<file path="src/rtl/regfile_pkg.sv">
// Shared register-file sizing and writeback priority state.
package regfile_pkg;
  localparam int unsigned REG_ADDR_W = 4;
  localparam int unsigned REG_DATA_W = 32;
  localparam int unsigned NUM_REGS   = 16;

  typedef enum logic {
    PRI_ALU = 1'b0,
    PRI_LSU = 1'b1
  } pri_e;
endpackage

</file>
<file path="src/rtl/regfile_scoreboard.sv">
// Per-register busy tracking for decode-stage RAW/WAW hazard detection.
module regfile_scoreboard
  import regfile_pkg::*;
(
  input  logic                  clk,
  input  logic                  rst,
  input  logic                  issue_valid,
  input  logic                  issue_we,
  input  logic [REG_ADDR_W-1:0] issue_rd,
  input  logic [REG_ADDR_W-1:0] issue_rs1,
  input  logic [REG_ADDR_W-1:0] issue_rs2,
  input  logic                  wb_we,
  input  logic [REG_ADDR_W-1:0] wb_addr,
  output logic                  hazard
);
  logic [NUM_REGS-1:0] r_busy;
  logic [NUM_REGS-1:0] w_busy_next;

  always_comb begin
    hazard = !rst && issue_valid &&
             (r_busy[issue_rs1] || r_busy[issue_rs2] || (issue_we && r_busy[issue_rd]));
  end

  // Clear is applied before set so a same-cycle reissue of the retiring register stays busy.
  always_comb begin
    w_busy_next = r_busy;
    if (wb_we) w_busy_next[wb_addr] = 1'b0;
    if (issue_valid && issue_we && !hazard) w_busy_next[issue_rd] = 1'b1;
  end

  always_ff @(posedge clk) begin
    if (rst) r_busy <= '0;
    else     r_busy <= w_busy_next;
  end
endmodule

</file>
<file path="src/rtl/regfile_wb_arbiter.sv">
// Two-source (ALU/LSU) round-robin writeback arbiter with registered write port.
// Optional hazard scoreboard enabled by defining REGFILE_SCOREBOARD_EN.
module regfile_wb_arbiter
  import regfile_pkg::*;
(
  input  logic                  clk,
  input  logic                  rst,
  input  logic                  alu_valid,
  input  logic [REG_ADDR_W-1:0] alu_rd,
  input  logic [REG_DATA_W-1:0] alu_wd,
  output logic                  alu_ready,
  input  logic                  lsu_valid,
  input  logic [REG_ADDR_W-1:0] lsu_rd,
  input  logic [REG_DATA_W-1:0] lsu_wd,
  output logic                  lsu_ready,
  output logic                  wb_we,
  output logic [REG_ADDR_W-1:0] wb_addr,
  output logic [REG_DATA_W-1:0] wb_data,
  input  logic                  issue_valid,
  input  logic                  issue_we,
  input  logic [REG_ADDR_W-1:0] issue_rd,
  input  logic [REG_ADDR_W-1:0] issue_rs1,
  input  logic [REG_ADDR_W-1:0] issue_rs2,
  output logic                  hazard
);
  pri_e                  r_pri;
  pri_e                  w_pri_next;
  logic                  w_grant_alu;
  logic                  w_grant_lsu;
  logic                  r_wb_we;
  logic [REG_ADDR_W-1:0] r_wb_addr;
  logic [REG_DATA_W-1:0] r_wb_data;

  always_comb begin
    w_pri_next  = r_pri;
    w_grant_alu = 1'b0;
    w_grant_lsu = 1'b0;
    if (!rst) begin
      w_grant_alu = alu_valid && (!lsu_valid || r_pri == PRI_ALU);
      w_grant_lsu = lsu_valid && (!alu_valid || r_pri == PRI_LSU);
      if (alu_valid && lsu_valid) w_pri_next = (r_pri == PRI_ALU) ? PRI_LSU : PRI_ALU;
    end
    alu_ready = w_grant_alu;
    lsu_ready = w_grant_lsu;
  end

  always_ff @(posedge clk) begin
    if (rst) begin
      r_pri     <= PRI_ALU;
      r_wb_we   <= 1'b0;
      r_wb_addr <= '0;
      r_wb_data <= '0;
    end else begin
      r_pri   <= w_pri_next;
      r_wb_we <= w_grant_alu || w_grant_lsu;
      if (w_grant_alu) begin
        r_wb_addr <= alu_rd;
        r_wb_data <= alu_wd;
      end else if (w_grant_lsu) begin
        r_wb_addr <= lsu_rd;
        r_wb_data <= lsu_wd;
      end
    end
  end

  assign wb_we   = r_wb_we;
  assign wb_addr = r_wb_addr;
  assign wb_data = r_wb_data;

`ifdef REGFILE_SCOREBOARD_EN
  regfile_scoreboard u_scoreboard (
    .clk         (clk),
    .rst         (rst),
    .issue_valid (issue_valid),
    .issue_we    (issue_we),
    .issue_rd    (issue_rd),
    .issue_rs1   (issue_rs1),
    .issue_rs2   (issue_rs2),
    .wb_we       (r_wb_we),
    .wb_addr     (r_wb_addr),
    .hazard      (hazard)
  );
`else
  logic w_unused_issue;
  assign w_unused_issue = ^{issue_valid, issue_we, issue_rd, issue_rs1, issue_rs2};
  assign hazard         = 1'b0;
`endif
endmodule

</file>
<file path="config.mk">
export PLATFORM = sky130hd
export DESIGN_NAME = regfile_wb_arbiter
export DESIGN_NICKNAME = d
export VERILOG_FILES = /design/src/rtl/regfile_pkg.sv /design/src/rtl/regfile_scoreboard.sv /design/src/rtl/regfile_wb_arbiter.sv
export SDC_FILE = /design/constraint.sdc
export NUM_CORES = 1
export LEC_CHECK = 0
export ABC_AREA = 1
export BUFFER_PORTS_ARGS = -buffer_cell sky130_fd_sc_hd__buf_2
export CORE_MARGIN = 1
export CORE_UTILIZATION = 43
export DETAILED_ROUTE_END_ITERATION = 16
export HOLD_SLACK_MARGIN = 0.1
export MAX_ROUTING_LAYER = met4
export PLACE_DENSITY_LB_ADDON = 0.1
export REMOVE_ABC_BUFFERS = 1
export SLEW_MARGIN = 25
export SYNTH_ARGS = -nofsm -noshare
export SYNTH_HDL_FRONTEND = slang
export SYNTH_SLANG_ARGS = --single-unit
</file>
<file path="constraint.sdc">
create_clock -name clk -period 2.5 [get_ports clk]
set_clock_uncertainty 0.2 [all_clocks]
set_input_delay 0.75 -clock clk [delete_from_list [all_inputs] [get_ports clk]]
set_output_delay 0.75 -clock clk [all_outputs]
set_load 0.01 [all_outputs]
</file>
# --- Word-level counts from Yosys, hierarchy flattened ---
# Index checks and enable logic that the tools add are counted.
classes:
  reduce_logical: 9
  bitwise_logic: 1
  n_mux: 7
op_table:
  columns: ["operator", "count"]
  rows:
  - ["two-way mux 32 bit", 2]
  - ["two-way mux 4 bit", 2]
  - ["logical AND 1 bit", 3]
  - ["logical OR 1 bit", 3]
  - ["two-way mux 1 bit", 3]
  - ["zero test 1 bit", 2]
  - ["nonzero test 2 bit", 1]
  - ["inverter 1 bit", 1]
word_totals:
  output_inout_bits: 40
  regBits: 38
  input_bits: 90
  word_cells: 21

# --- Logic depth before layout (Yosys ltp) ---
depth:
  ltp_word: 6
  mapped_depth: 8
  mapped_depth_nobuf: 6

# --- Worst setup path after synthesis ---
# Ideal clock, no wire load.
synth_timing:
  kind: "input to output"
  start: "input port rst"
  end: "output port lsu_ready"
  stages: 6
  path_buffers: 3
  slack_ns: -0.005
  t_arrival_ns: 1.555
  cell_sequence: "buf_4 > inv_6 > buf_4 > buf_2 > nand2_1 > a21oi_1"
synth_via:
  elab_chain_cells: 1
synth_lines:
  columns: ["element", "line_no", "text"]
  rows:
  - ["start, declared", "regfile_wb_arbiter.sv:7", "input logic rst,"]
  - ["two-way mux 1 bit", "regfile_wb_arbiter.sv:38", "if (!rst) begin"]
  - ["end, declared", "regfile_wb_arbiter.sv:15", "output logic lsu_ready,"]
# No other way between the ends.

# --- Final worst setup path ---
# Same ends and word-level chain as after synthesis.

==> results.txt <==
Hold Path End -> r_pri$_SDFFE_PP0P_
drt first pass iters -> 4
Startpoint Class -> primary input
H-tree Lvls -> 2
RSZ-0062 raised after global routing -> no
worst vdd ir -> 341.2 uV
Final nets -> 522
CTS buffer count -> 5
P_leak -> 0.001639 uW
clk_lat worst skew -> 0.29 ns
CP max FO -> 11
layout cells sized above 1 -> 30.95%
critical path arrival -> 1.30 ns
clock sink count -> 38
DIE HEIGHT -> 72.21 um
Hold Path Stages -> 2
slowest cell on the critical path -> buf_2
first-pass GRT wire length -> 8.776 mm
Setup crit end kind -> output port
Crit path largest cell delay -> 0.15 ns
vias in the first global route -> 2023
Area growth syn-to-layout -> 31.23%
CP Cell Sequence -> buf_2, inv_6, nand2_1, a21oi_1, buf_2
critical path class -> primary input to output port
CTS Hold Buffers Added -> 0
area of the multi-input gates -> 922.1 sq um
synth unique cells -> 17
clock-pin transition on the worst setup and hold timing paths -> 0.07 ns
Avg Inst Size Synth -> 6.462 sq um
flip-flop and latch area -> 760.7 sq um
worst r2r src -> r_pri$_SDFFE_PP0P_
mapped cell area -> 0.002120 sq mm
Critical path origin -> rst
cells after synthesis -> 328
Pwr Density -> 522.1 mW/mm^2
routed vias -> 2365
hold_ws -> 0.3202 ns
Finished Layout Cells -> 500
CTS root buf -> clkbuf_8
clock tree buffer depth -> 2
TritonCTS clock tree -> done
post-placement cell count -> 492
post-cts repair resize count -> 0
die area -> 0.005214 sq mm
final hold violation count -> 0
Layout fillers -> 491
HP Start -> r_pri$_SDFFE_PP0P_
Setup-failing EPs final -> 0
Die W -> 72.21 um
final critical-path required period -> 2.253 ns
drt wl/cell -> 10.92 um
final wirelength -> 5.462 mm
pre-CTS setup slack -> 0.1534 ns
Remaining DRCs -> 0
total of max-cap violations -> 0
DR iter-0 viols -> 125
FF-to-FF setup slack -> 1.12 ns
global-route usage over all layers -> 22.21%
initial antenna violation count -> 0
postcts setup bufs -> 0
Via density -> 4.730
# port buffers -> 114
GRT overflow -> 0
CP required -> 1.55 ns
worst hold path type -> register to register
fmax -> 443.9 MHz
Ys Warns -> 0
gpl congestion -> 0.7111
status -> finished clean
sequential area share after synthesis -> 35.89%
site row count -> 25
Reg-to-Reg End -> wb_data[15]$_SDFFE_PP0P_
DP HPWL -> 3.760 mm
FF-to-FF path depth -> 7
crit-path most repeated cell -> buf_2
ANT nets after route -> 0
Final Max Slew Viols -> 0
area of the core -> 0.004723 sq mm
Fin Setup TNS -> 0 ns
Synth Register Bits -> 38
Antenna diodes -> 0
Starting Density -> 44.87%
Tcrit/Tclk final -> 90.12%
largest net degree at the start of global routing -> 38
final setup margin -> 0.2470 ns
IO Count -> 130
-- layout by cell type, fill, tap and decap left out, types with 6 or more instances in the layout --
cell | netlist | routed
a21oi_1 | 38 | 38
buf_2 | 10 | 114
buf_4 | 10 | 8
clkbuf_8 | 0 | 6
dfxtp_1 | 38 | 38
inv_1 | 74 | 74
nand2_1 | 74 | 74
nand3_1 | 36 | 36
nand4_1 | 36 | 36
-- cells by family after synthesis --
| kind of cell | count (synthesis) | synth area share, % |
|---|---|---|
| AO/OA/AOI/OAI | 40 | 9.976 |
| buffers and inverters | 101 | 20.60 |
| flip-flops | 38 | 35.89 |
| other | 1 | 0.1769 |
| AND/OR/NAND/NOR | 148 | 33.35 |
-- per-layer routing --
layer	track usage (%)	wire length, um	up-vias
li1	-	-	1243
met5	-	0	-
met4	7.843	78	0
met1	26.11	2424	1043
met3	4.028	299	7
met2	38.01	2660	72
-- stage by stage --
| stage | area, sq um | total power (uW) | utilization (%) |
|---|---|---|---|
| 2_1_floorplan | 1976 | 871.1 | - |
| 4_1_cts | 2781 | 1477 | 58.89 |
| 5_1_grt | 2781 | 1545 | 58.89 |
| 3_5_place_dp | 2690 | 1043 | 56.95 |
| 6_report | 2781 | 1452 | 58.89 |
| 3_3_place_gp | 2690 | 1036 | 56.95 |
-- cells in the mapped netlist --
cell type  instances  share of area [%]
a21oi_1           38                9.0
buf_1              1               0.18
buf_2             10                2.4
buf_4             10                3.5
clkbuf_1           4               0.71
conb_1             1               0.18
dfxtp_1           38                 36
inv_1             74                 13
inv_4              1               0.30
inv_6              1               0.41
nand2_1           74                 13
nand2_2            1               0.30
nand3_1           36                8.5
nand3_4            1               0.83
nand4_1           36                 11
o21ai_0            1               0.24
o21ai_4            1               0.77
-- worst max path at each step --
stage / end / slack [ns]
CTS: lsu_ready / 0.24
global route: lsu_ready / 0.18
detailed placement: wb_data[26]$_SDFFE_PP0P_ / 0.15
floorplan: alu_ready / -0.10
finish: lsu_ready / 0.25
global placement: wb_data[28]$_SDFFE_PP0P_ / 0.16
-- final cells by class --
class                   count  area share (%)
well taps                  67           3.014
clock buffers               7           3.104
repair buffers            122           22.67
inverters                  76           10.53
clock inverters             1          0.1799
flip-flops and latches     38           27.35
multi-input cells         189           33.15
-- registers in the layout, indices dropped and copies added (netlist names) --
name,cells
wb_addr,4
r_pri,1
wb_we,1
wb_data,32
-- power by group --
| group | total, uW | internal, uW | switching [uW] |
|---|---|---|---|
| Sequential | 676 | 655 | 21.0 |
| Clock | 427 | 222 | 204 |
| Combinational | 350 | 149 | 201 |
| Total | 1450 | 1030 | 426 |
-- worst max-delay path: cells and delay by family --
kind	cells	cell delay, ns
compound gates	1	0.11
buf+inv	3	0.39
simple gates	1	0.05
(Power assumes the default switching activity.)
